**src/rtl/sev_seg_pkg.sv**
```systemverilog
// rtl/sev_seg_pkg.sv - shared constants and helpers for the seven-segment scanner
//
// Purpose: segment-off constant and an index-width helper used to size the
// digit index and slot counter.
// Ports: none (package).
// Optional build macro used elsewhere in this slice: SEV_SEG_LEADING_ZERO_BLANK_EN.

package sev_seg_pkg;

  localparam logic [6:0] SEG_OFF = 7'b0000000;

  // Bits needed to hold values 0..n-1; never less than one bit.
  function automatic int idx_width(input int n);
    int w;
    w = 1;
    while ((1 << w) < n) w = w + 1;
    return w;
  endfunction

endpackage

```
**src/rtl/sev_seg_digit_mapper.sv**
```systemverilog
// rtl/sev_seg_digit_mapper.sv - combinational hex nibble to seven-segment decoder
//
// Purpose: maps a 4-bit hex value to active-high segments {g,f,e,d,c,b,a}.
// Ports:
//   nibble  in   4  hex digit 0..F
//   seg     out  7  segment pattern {g,f,e,d,c,b,a}

module sev_seg_digit_mapper
  import sev_seg_pkg::*;
(
  input  logic [3:0] nibble,
  output logic [6:0] seg
);

  always_comb begin
    seg = SEG_OFF;
    case (nibble)
      4'h0: seg = 7'b0111111;
      4'h1: seg = 7'b0000110;
      4'h2: seg = 7'b1011011;
      4'h3: seg = 7'b1001111;
      4'h4: seg = 7'b1100110;
      4'h5: seg = 7'b1101101;
      4'h6: seg = 7'b1111101;
      4'h7: seg = 7'b0000111;
      4'h8: seg = 7'b1111111;
      4'h9: seg = 7'b1101111;
      4'hA: seg = 7'b1110111;
      4'hB: seg = 7'b1111100;
      4'hC: seg = 7'b0111001;
      4'hD: seg = 7'b1011110;
      4'hE: seg = 7'b1111001;
      4'hF: seg = 7'b1110001;
      default: seg = SEG_OFF;
    endcase
  end

endmodule

```
**src/rtl/sev_seg_scanner.sv**
```systemverilog
// rtl/sev_seg_scanner.sv - time-multiplexed seven-segment display scanner
//
// Purpose: latches a packed hex value and decimal points (double buffered so a
// frame never shows mixed data), scans one digit per PRESCALE-cycle slot with
// BLANK_CYCLES of all-off time at each slot start, and drives registered
// segment, decimal point and one-hot digit select outputs.
// Build macro: SEV_SEG_LEADING_ZERO_BLANK_EN - blank segments of non-zero digit
// positions whose nibble and all higher nibbles are zero.
// Ports:
//   clk         in   1         system clock
//   rst_n       in   1         asynchronous active-low reset
//   enable      in   1         display on; low forces outputs off, scan continues
//   load        in   1         single-cycle strobe capturing value/dots
//   value       in   4*DIGITS  nibble i drives digit i (digit 0 rightmost)
//   dots        in   DIGITS    decimal point per digit
//   segments    out  7         {g,f,e,d,c,b,a}, active-high
//   dp          out  1         decimal point, active-high
//   digit_sel   out  DIGITS    one-hot digit enable, active-high
//   frame_done  out  1         one-cycle pulse at the end of every full scan

module sev_seg_scanner
  import sev_seg_pkg::*;
#(
  parameter int DIGITS       = 4,
  parameter int PRESCALE     = 50000,
  parameter int BLANK_CYCLES = 500
) (
  input  logic                  clk,
  input  logic                  rst_n,
  input  logic                  enable,
  input  logic                  load,
  input  logic [4*DIGITS-1:0]   value,
  input  logic [DIGITS-1:0]     dots,
  output logic [6:0]            segments,
  output logic                  dp,
  output logic [DIGITS-1:0]     digit_sel,
  output logic                  frame_done
);

  localparam int IW = idx_width(DIGITS);
  localparam int CW = idx_width(PRESCALE);

  logic [CW-1:0]          cnt;
  logic [IW-1:0]          idx;
  logic [4*DIGITS-1:0]    shadow_value;
  logic [DIGITS-1:0]      shadow_dots;
  logic [4*DIGITS-1:0]    disp_value;
  logic [DIGITS-1:0]      disp_dots;
  logic                   pending;

  logic                   cnt_last;
  logic                   idx_last;
  logic                   frame_end;
  logic                   vis;
  logic [3:0]             sel_nibble;
  logic                   sel_dot;
  logic [DIGITS-1:0]      onehot;
  logic [6:0]             decoded;
  logic [6:0]             seg_next;

  assign cnt_last  = (cnt == CW'(PRESCALE - 1));
  assign idx_last  = (idx == IW'(DIGITS - 1));
  assign frame_end = cnt_last && idx_last;
  assign vis       = enable && (cnt >= CW'(BLANK_CYCLES));

  // Select the displayed digit's nibble, dot and one-hot code without a
  // variable part-select, so non-power-of-two DIGITS stays clean.
  always_comb begin
    sel_nibble = 4'h0;
    sel_dot    = 1'b0;
    onehot     = '0;
    for (int i = 0; i < DIGITS; i++) begin
      if (idx == IW'(i)) begin
        sel_nibble = disp_value[4*i +: 4];
        sel_dot    = disp_dots[i];
        onehot[i]  = 1'b1;
      end
    end
  end

  sev_seg_digit_mapper u_mapper (
    .nibble (sel_nibble),
    .seg    (decoded)
  );

`ifdef SEV_SEG_LEADING_ZERO_BLANK_EN
  logic upper_zero;

  // True when this digit and every more-significant digit hold zero.
  always_comb begin
    upper_zero = 1'b1;
    for (int i = 0; i < DIGITS; i++) begin
      if ((IW'(i) >= idx) && (disp_value[4*i +: 4] != 4'h0)) upper_zero = 1'b0;
    end
  end

  // Digit 0 is never blanked so a zero value still reads "0".
  assign seg_next = ((idx != '0) && upper_zero) ? SEG_OFF : decoded;
`else
  assign seg_next = decoded;
`endif

  // Slot counter and digit index.
  always_ff @(posedge clk or negedge rst_n) begin
    if (!rst_n) begin
      cnt <= '0;
      idx <= '0;
    end else if (cnt_last) begin
      cnt <= '0;
      idx <= idx_last ? '0 : idx + 1'b1;
    end else begin
      cnt <= cnt + 1'b1;
    end
  end

  // Double buffer: a load landing on the frame boundary bypasses the shadow so
  // the newest data is shown without waiting a whole extra frame.
  always_ff @(posedge clk or negedge rst_n) begin
    if (!rst_n) begin
      shadow_value <= '0;
      shadow_dots  <= '0;
      disp_value   <= '0;
      disp_dots    <= '0;
      pending      <= 1'b0;
    end else if (load && frame_end) begin
      disp_value <= value;
      disp_dots  <= dots;
      pending    <= 1'b0;
    end else if (load) begin
      shadow_value <= value;
      shadow_dots  <= dots;
      pending      <= 1'b1;
    end else if (frame_end && pending) begin
      disp_value <= shadow_value;
      disp_dots  <= shadow_dots;
      pending    <= 1'b0;
    end
  end

  // Registered pin drivers, one cycle behind cnt/idx.
  always_ff @(posedge clk or negedge rst_n) begin
    if (!rst_n) begin
      segments   <= SEG_OFF;
      dp         <= 1'b0;
      digit_sel  <= '0;
      frame_done <= 1'b0;
    end else begin
      segments   <= vis ? seg_next : SEG_OFF;
      dp         <= vis ? sel_dot : 1'b0;
      digit_sel  <= vis ? onehot : '0;
      frame_done <= frame_end;
    end
  end

endmodule
```
**config.mk**
```make
export PLATFORM = sky130hd
export DESIGN_NAME = sev_seg_scanner
export DESIGN_NICKNAME = d
export VERILOG_FILES = /design/src/rtl/sev_seg_pkg.sv /design/src/rtl/sev_seg_digit_mapper.sv /design/src/rtl/sev_seg_scanner.sv
export SDC_FILE = /design/constraint.sdc
export NUM_CORES = 1
export LEC_CHECK = 0
export CORE_MARGIN = 4
export CORE_UTILIZATION = 45
export CTS_BUF_LIST = sky130_fd_sc_hd__clkbuf_4 sky130_fd_sc_hd__clkbuf_8
export DETAILED_ROUTE_END_ITERATION = 7
export PLACE_DENSITY_LB_ADDON = 0.05
export SKIP_LAST_GASP = 1
export SYNTH_ARGS = -nofsm -noshare
export SYNTH_HDL_FRONTEND = slang
export SYNTH_SLANG_ARGS = --single-unit
```
**constraint.sdc**
```tcl
create_clock -name clk -period 6.95 [get_ports clk]
set_input_delay 0.695 -clock clk [delete_from_list [all_inputs] [get_ports clk]]
set_output_delay 0.695 -clock clk [all_outputs]
set_load 0.02 [all_outputs]
```
# Word-level counts from Yosys, hierarchy flattened
# Memories as Yosys holds them, arrays and structs flattened.
# Index checks and enable logic that the tools add are counted.
word_totals:
  reg_bits: 72
  romBits: 112
  in_bits: 24
  output_inout_bits: 13
  wordCells: 56
  mem_count: 1
memory_table:
  columns: ["memory", "words", "word_bits", "rd", "rd_ports_with_merged_regs", "wr", "line_no", "source"]
  rows:
  - ["(no name shown)", 16, 7, 1, 0, 0, "sev_seg_digit_mapper.sv:17", "case (nibble)"]
classes:
  add_sub_neg: 2
  order_cmp: 1
  n_eq_ne: 5
  n_mux: 26
  n_bitwise: 1
  n_reduce_logical: 9
ops:
  columns: ["cell", "count"]
  rows:
  - ["$mux 16", 4]
  - ["$mux 4", 8]
  - ["$add 16x1->16 const B", 1]
  - ["$eq 16x16->1 const B", 1]
  - ["$ge 16x9->1 const B", 1]
  - ["$mux 1", 12]
  - ["$mux 7", 1]
  - ["$eq 2x2->1 const B", 2]
  - ["$logic_and 1x1->1", 4]
  - ["$reduce_and 2->1", 2]
  - ["$reduce_bool 3->1", 1]
  - ["$add 2x1->2 const B", 1]
  - ["$eq 2x1->1 const B", 1]
  - ["$logic_not 2->1", 1]
  - ["$mux 2", 1]
  - ["$ne 2x1->1 const B", 1]
  - ["$reduce_bool 2->1", 1]
  - ["$not 1->1", 1]

# Longest topological paths before layout
# Gate-level depths: netlist of run 1.
# An unclocked memory read counts as a cell.
depth:
  ltp_word: 7
  ltp_mapped: 11
  ltp_nobuf: 10

# By module
# A second synthesis of run 1 with hierarchy kept.
hier_totals:
  cells_unflattened: 336
  area_unflattened_um2: 3731.1
modules_own_cells:
  columns: ["module", "n_inst", "cells_per_inst", "area_per_inst_um2", "seq_area_each_um2"]
  rows:
  - ["sev_seg_scanner", 1, 303, 3443.3, 1801.7]
  - ["sev_seg_digit_mapper", 1, 33, 287.8, 0.0]

# Worst setup path after synthesis of run 1
# Ideal clock, no wire load.
synth_timing:
  path_kind: "register to register"
  startpoint: "reg idx[0]"
  endpoint: "reg segments[6]"
  setup_time_ns: 0.104
  t_arrival_ns: 2.203
  required_ns: 6.846
  path_slack_ns: 4.643
  stages_incl_launch_ff: 10
  n_path_buf: 1
  period_less_slack_ns: 2.307
  path_cell_list: "dfrtp_1 ha_1 clkbuf_1 nand2b_1 o22ai_1 a21oi_1 inv_1 ha_1 mux2_2 a221oi_1"
synth_between:
  elab_chain_cells: 7
  elab_cells_between_ends: 10
  classes_between: "eq/ne: 3; mux: 5; reduce/logical: 1; memory: 1"
synth_lines:
  columns: ["element", "line_no", "source"]
  rows:
  - ["start: declaration", "sev_seg_scanner.sv:44", "logic [IW-1:0] idx;"]
  - ["start signal: assignment", "sev_seg_scanner.sv:110", "idx <= idx_last ? '0 : idx + 1'b1;"]
  - ["$logic_not 2->1", "sev_seg_scanner.sv:73", "if (idx == IW'(i)) begin"]
  - ["$mux 4 (3 in series)", "sev_seg_scanner.sv:73", null]
  - ["$mux 4 *", "sev_seg_scanner.sv:73", null]
  - ["$mem_v2 16x7 *", null, null]
  - ["$mux 7 *", "sev_seg_scanner.sv:148", "segments <= vis ? seg_next : SEG_OFF;"]
  - ["end signal: assignment", "sev_seg_scanner.sv:148", null]
  - ["end: declaration", "sev_seg_scanner.sv:34", "output logic [6:0] segments,"]
# Mark *: on every way between the ends. The rest lies on a longest branch, timed or not.
# A chain may end at the register's enable or synchronous reset.

# Worst setup path after layout of run 1
layout_timing:
  startpoint: "reg cnt[4]"
  endpoint: "reg disp_value[7]"
layout_between:
  elab_chain_cells: 5
  elab_cells_between_ends: 8
  classes_between: "eq/ne: 2; mux: 1; reduce/logical: 5"
layout_lines:
  columns: ["element", "line_no", "source"]
  rows:
  - ["start: declaration", "sev_seg_scanner.sv:43", "logic [CW-1:0] cnt;"]
  - ["start signal: assignment", "sev_seg_scanner.sv:112", "cnt <= cnt + 1'b1;"]
  - ["$eq 16x16->1 *", "sev_seg_scanner.sv:61", "assign cnt_last = (cnt == CW'(PRESCALE - 1));"]
  - ["$logic_and 1x1->1 *", "sev_seg_scanner.sv:63", "assign frame_end = cnt_last && idx_last;"]
  - ["$logic_and 1x1->1, on equally long branches", "sev_seg_scanner.sv:125, sev_seg_scanner.sv:133", null]
  - ["$ne 2x1->1 (no line) or $reduce_bool 2->1 (tied branches)", null, null]
  - ["$reduce_and 2->1 (no line)", null, null]
  - ["end signal: assignment", "sev_seg_scanner.sv:126", "disp_value <= value;"]
  - ["end signal: assignment", "sev_seg_scanner.sv:134", "disp_value <= shadow_value;"]
  - ["end: declaration", "sev_seg_scanner.sv:47", "logic [4*DIGITS-1:0] disp_value;"]
# Marked as above.

==> out/qor.txt, run 1 <==
global-route wire length before repair: 12200 um
Resized Gates After CTS: 0
Sw Ratio: 20.4%
shortest period the worst path allows: 3.07 ns
Critical Path End Type: flip-flop
Int Power: 0.708 mW
via count of the first global-routing pass: 2446
peak supply drop: 129 uV
status: complete, no violations
Post-Place Cells: 430
post-synth top area share: 51.9%
post-CTS setup buffers: 0
largest net degree at the start of global routing: 73
post-route insts no fill: 446
Cell variety after synth: 48
Final Cycle Share: 44.1%
DRT Pass-1 Iters: 5
Worst Max-Slew Pin Slew: 0.894 ns
pre-CTS setup slack: 3.94 ns
core area: 0.00737 mm^2
layout cells sized above 1: 11.0%
R2R depth: 5
placement row count: 31
slew margin rel.: 40.2%
synth top area cells: dfrtp_1, o22ai_1, ha_1, mux2_4, a21oi_1
clock root buffer: clkbuf_8
Hold Crit Class: reg -> reg
Cell Area, Synth: 0.00347 mm^2
P per Cell Area: 215 mW/mm^2
PortBufs: 36
Max Clk Rate: 0.326 GHz
Clk network pwr share: 45.9%
Psw: 0.182 mW
worst stage delay on the critical path: 0.82 ns
sequential area share after synthesis: 51.9%
Flop pwr share: 49.0%
Post-synth EDFFs: 0
CP startpoint kind: flip-flop
die width: 95.9 um
Avg Cell Area, Syn: 11.2 um^2
CTS H-Tree Depth: 3
Clock Sinks: 72
largest area contributor in the netlist: dfrtp_1
CTS Buffer Depth: 2
worst skew pair latency: 0.35 ns
synth cell count leaders: dfrtp_1, o22ai_1, a21oi_1
fin. max-slew vios: 0
post-synth net total: 345
Worst EP required: 7.16 ns
final hold violations: 0
initial core utilization: 47.1%
Final Skew: 0.0128 ns
# fillers: 670
DRC viols: 0
CTS tree: built
warnings from Yosys: 0
Cell Chain, Critical Path: or4b_4 -> nor4_4 -> nand3_1 -> o22ai_1 -> a21oi_1
Synth Instances: 309
max-cap viol count: 0
arrival time worst endpoint: 3.27 ns
Synth Register Bits: 72
Multi-input gate area: 0.00156 mm^2
layout net count: 378
LEAKAGE: 1.81 nW
total power: 0.890 mW
die area: 0.00919 mm^2
Routed WL per cell: 16.5 um
worst setup path class: reg -> reg
Stages on worst setup path: 5
Hold Crit Depth: 1
Total Wirelength: 7360 um
setup TNS: 0 ns
RSZ-0062 raised after global routing: false
I/O pin total: 37
Antenna Nets Post-Route: 0
CTS Buf Count: 9
Logic pwr share: 5.1%
Crit-path slowest cell: nand3_1
grt ovf: 0
CP top delay family: simple AND/OR/NAND/NOR gates
DR vias/cell: 5.60
DP HPWL: 4730 um
register area: 0.00180 mm^2
Area growth, synth to finish: 19.0%
CP Buf/Inv Count: 0
GRT Overall Usage: 17.5%
crit-path max FO: 20
die height: 95.9 um
count leader, synth: dfrtp_1
gpl congestion: 0.805
# hold bufs at CTS: 0
routed vias: 2496
Async SR Flop Fraction: 100%
PnR worst setup slack: 3.88 ns
initial antenna violation count: 0
Iter 0 DRT Violations: 104
most common flop cell mapped by yosys: dfrtp_1
# setup viols final: 0
ant diodes: 0
Reg clk slew, reported paths: 0.08 ns
-- power by group through the flow --
stage | logic, mW | clock network (mW) | registers, mW
after floorplan | 0.0213 | 0 | 0.443
after global placement | 0.0460 | 0 | 0.444
after detailed placement | 0.0462 | 0 | 0.445
after CTS | 0.0464 | 0.420 | 0.436
after global routing | 0.0503 | 0.437 | 0.438
final | 0.0450 | 0.409 | 0.437
-- final timing paths --
path / start / to / slack [ns]
max: cnt[4] / disp_value[7] / 3.88
min in group asynchronous: rst_n / cnt[13] / 0.55
max reg2reg: cnt[4] / disp_value[7] / 3.88
min reg2reg: cnt[0] / cnt[0] / 0.49
min: cnt[0] / cnt[0] / 0.49
max in group asynchronous: rst_n / segments[6] / 5.83
-- area by class of cell --
cell class / count / share of cell area, %
timing repair buffer: 38 / 8.96
multi-input combinational: 212 / 37.6
sequential: 72 / 43.6
clock buffer: 11 / 3.51
inverter: 9 / 0.817
tap: 99 / 3.00
clock inverter: 5 / 2.51
-- worst register-to-register path, stage by stage, from the launching register on --
cell,delay [ns]
dfrtp_1,0.42
or4b_4,0.55
nor4_4,0.71
nand3_1,0.82
o22ai_1,0.36
a21oi_1,0.07
-- per-layer routing --
metal	part of all wire, %	global-route usage, %	wire, um	up-vias
met3	4.9	4.93	363	11
met5	0	0	0	-
met4	1.4	6.64	102	0
li1	-	-	-	1205
met1	48	24.0	3500	1221
met2	46	26.5	3390	59
-- registers in the layout (all words and copies together), names as in the netlist --
signal,cells
cnt,16
digit_sel,4
disp_dots,4
disp_value,16
dp,1
frame_done,1
idx,2
pending,1
segments,7
shadow_dots,4
shadow_value,16
-- cell families after synthesis --
| family | after synthesis | share of synthesized area [%] |
|---|---|---|
| adders and majority gates | 12 | 4.32 |
| buffers and inverters | 25 | 3.35 |
| and+or+nand+nor | 79 | 13.1 |
| AOI/OAI and AO/OA | 84 | 15.3 |
| muxes | 24 | 8.75 |
| xor gates and xnor gates | 13 | 3.28 |
| DFF | 72 | 51.9 |
-- through the flow --
step / utilization [%] / instance area, um^2 / hold slack (ns)
finish: 56.1 / 4130 / 0.491
CTS: 56.1 / 4130 / 0.495
global route: 56.1 / 4130 / 0.507
floorplan: - / 3470 / 0.399
global placement: 52.7 / 3880 / 0.475
detailed placement: 52.7 / 3880 / 0.483
-- layout by cell type (no fill, tap or decap), types with 2 or more instances in the layout --
| cell | synthesis | final |
|---|---|---|
| xor2_1 | 6 | 6 |
| a311oi_1 | 2 | 2 |
| a22oi_1 | 2 | 2 |
| nor2b_1 | 5 | 5 |
| a211oi_1 | 2 | 2 |
| a221oi_1 | 2 | 2 |
| nand4_1 | 4 | 4 |
| mux2i_1 | 3 | 3 |
| a21oi_1 | 24 | 24 |
| buf_4 | 0 | 2 |
| nand3_1 | 8 | 8 |
| mux2_4 | 10 | 10 |
| nand4b_1 | 2 | 2 |
| inv_1 | 9 | 9 |
| o22ai_1 | 41 | 41 |
| ha_1 | 12 | 12 |
| bufinv_16 | 0 | 3 |
| nor3b_1 | 2 | 2 |
| and2_1 | 4 | 4 |
| nand2_1 | 14 | 14 |
| dfrtp_1 | 72 | 72 |
| o21ai_0 | 4 | 4 |
| nand2b_1 | 4 | 4 |
| mux2_1 | 10 | 10 |
| nor2_1 | 18 | 18 |
| clkdlybuf4s50_1 | 0 | 35 |
| nor3_1 | 2 | 2 |
| xnor2_1 | 7 | 7 |
| and3_1 | 5 | 5 |
| clkbuf_8 | 0 | 10 |
| nand3b_1 | 2 | 2 |
Power figures use the tool's default switching activity.
==> run 2, diff against run 1 <==
==> constraint.sdc (replaced) <==
create_clock -name clk -period 2.7 [get_ports clk]
set_input_delay 0.27 -clock clk [delete_from_list [all_inputs] [get_ports clk]]
set_output_delay 0.27 -clock clk [all_outputs]
set_load 0.02 [all_outputs]
==> run 2 against run 1 <==
  * Fmax rose by 23%
  * Register-to-register slack lost 3.7 ns
  * Worst hold slack got worse by 0.37 ns
  * Sequential share of layout area down 1.1 points
  * Critical path depth increased by 3
  * Critical path type unchanged
  * Critical endpoint is now segments[6]
==> out/qor.txt, run 2 (same netlist as run 1, synthesis figures left out) <==
placement row count: 31 (unchanged)
Logic pwr share: 5.1% (about the same)
Worst Max-Slew Pin Slew: 0.907 ns (+0.0129 ns)
peak supply drop: 260 uV (+100%)
Area growth, synth to finish: 22.0%
Total Wirelength: 7440 um (+1.1%)
final hold violations: 0 (unchanged)
slew margin rel.: 39.5% (-0.69 points)
CTS Buf Count: 9 (unchanged)
Iter 0 DRT Violations: 102 (-1.9%)
setup TNS: 0 ns (unchanged)
worst setup path class: reg -> reg
initial antenna violation count: 0 (unchanged)
worst skew pair latency: 0.35 ns (about the same)
Reg clk slew, reported paths: 0.08 ns (about the same)
fin. max-slew vios: 0 (unchanged)
clock root buffer: clkbuf_8
CP startpoint kind: flip-flop
most frequent cells in the layout: dfrtp_1, o22ai_1, clkdlybuf4s50_1, a21oi_1, nor2_1
DRC viols: 0 (unchanged)
core area: 0.00737 mm^2 (unchanged)
die width: 95.9 um (unchanged)
crit-path max FO: 15 (-25%)
Hold Crit Class: in -> async
CTS Buffer Depth: 2 (unchanged)
# setup viols final: 0 (unchanged)
initial core utilization: 47.1% (unchanged)
routed vias: 2527 (+1.2%)
status: complete, no violations
die height: 95.9 um (unchanged)
total power: 2.35 mW (+160%)
via count of the first global-routing pass: 2631 (+7.6%)
DP HPWL: 4930 um (+4.2%)
Routed WL per cell: 16.4 um (-0.68%)
die area: 0.00919 mm^2 (unchanged)
worst r2r src: idx[0]
Antenna Nets Post-Route: 0 (unchanged)
CTS H-Tree Depth: 3 (unchanged)
largest registers: cnt (16), disp_value (16), shadow_value (16)
post-CTS setup buffers: 0 (unchanged)
# hold bufs at CTS: 0 (unchanged)
I/O pin total: 37 (unchanged)
Final Cycle Share: 92.6% (+48 points)
Resized Gates After CTS: 0 (unchanged)
Clock Sinks: 72 (unchanged)
DRT Pass-1 Iters: 4 (-1)
arrival time worst endpoint: 2.74 ns (-0.53 ns)
Max Clk Rate: 0.400 GHz (+23%)
CTS tree: built
Worst EP required: 2.94 ns (-4.22 ns)
Int Power: 1.88 mW (+160%)
Clk network pwr share: 47.0% (+1.1 points)
GRT Overall Usage: 18.2% (+0.65 points)
LEAKAGE: 1.86 nW (+2.9%)
Final Skew: 0.0126 ns (-0.000135 ns)
PortBufs: 36 (unchanged)
Psw: 0.469 mW (+160%)
DR vias/cell: 5.57 (-0.54%)
RSZ-0062 raised after global routing: false
gpl congestion: 0.875 (+8.7%)
ant diodes: 0 (unchanged)
Critical Path End Type: flip-flop
layout cells sized above 1: 13.2% (+2.3 points)
worst setup path start: idx[0]
Sw Ratio: 20.0% (-0.46 points)
commonest non-fill, non-tap cell in the layout: dfrtp_1
largest net degree at the start of global routing: 73 (unchanged)
max-cap viol count: 0 (unchanged)
P per Cell Area: 554 mW/mm^2 (+160%)
shortest period the worst path allows: 2.50 ns (-0.566 ns)
grt ovf: 0 (unchanged)
global-route wire length before repair: 12800 um (+4.9%)
Flop pwr share: 47.9% (-1.1 points)
layout net count: 387 (+2.4%)
-- run 2: cell type report --
cell class / instances / area [um^2]
clock buffer: 9 / 124
clock inverter: 6 / 133
sequential: 72 / 1800
timing repair buffer: 47 / 463
inverter: 9 / 33.8
multi-input combinational: 212 / 1560
fill: 639 / 3130
tap: 99 / 124
-- run 2: worst paths after layout --
| check | to | slack (ns) | depth (start not counted) |
|---|---|---|---|
| min in group clk | cnt[0] | 0.50 | 1 |
| setup / recovery | segments[6] | 0.20 | 8 |
| hold / removal | cnt[3] | 0.12 | 2 |
| max in group asynchronous | shadow_value[6] | 1.97 | 2 |
| hold reg to reg | cnt[0] | 0.50 | 1 |
| setup reg to reg | segments[6] | 0.20 | 8 |
-- run 2: power by group through the flow --
stage	combinational [mW]	clock, mW	sequential, mW
6_report	0.119	1.10	1.12
5_1_grt	0.132	1.17	1.13
4_1_cts	0.123	1.13	1.12
3_5_place_dp	0.123	0	1.14
3_3_place_gp	0.121	0	1.14
2_1_floorplan	0.0549	0	1.14
-- run 2: worst max-delay path, stage by stage, from the launching register on --
cell and delay (ns):
dfrtp_1 0.39, ha_1 0.46, inv_1 0.18, o22ai_1 0.22, a21o_1 0.24, inv_1 0.12
ha_1 0.23, mux2_2 0.27, a221oi_1 0.27
-- run 2: routing by layer --
metal / global-route usage (%) / part of all wire, % / up-vias
met5: 0 / 0 / -
met3: 3.60 / 3.8 / 14
met1: 23.9 / 48 / 1232
li1: - / - / 1226
met4: 8.89 / 2.0 / 0
met2: 28.8 / 46 / 55
-- run 2: stage by stage --
| stage | cells | utilization [%] | hold WS, ns | setup slack [ns] | area, um^2 |
|---|---|---|---|---|---|
| 3_3_place_gp | 439 | 54.0 | 0.477 | 0.288 | 3980 |
| 2_1_floorplan | 309 | - | -0.0256 | 0.393 | 3470 |
| 6_report | 454 | 57.5 | 0.123 | 0.200 | 4240 |
| 3_5_place_dp | 439 | 54.0 | 0.483 | 0.191 | 3980 |
| 5_1_grt | 454 | 57.5 | 0.202 | 0.0184 | 4240 |
| 4_1_cts | 454 | 57.5 | 0.168 | 0.140 | 4230 |
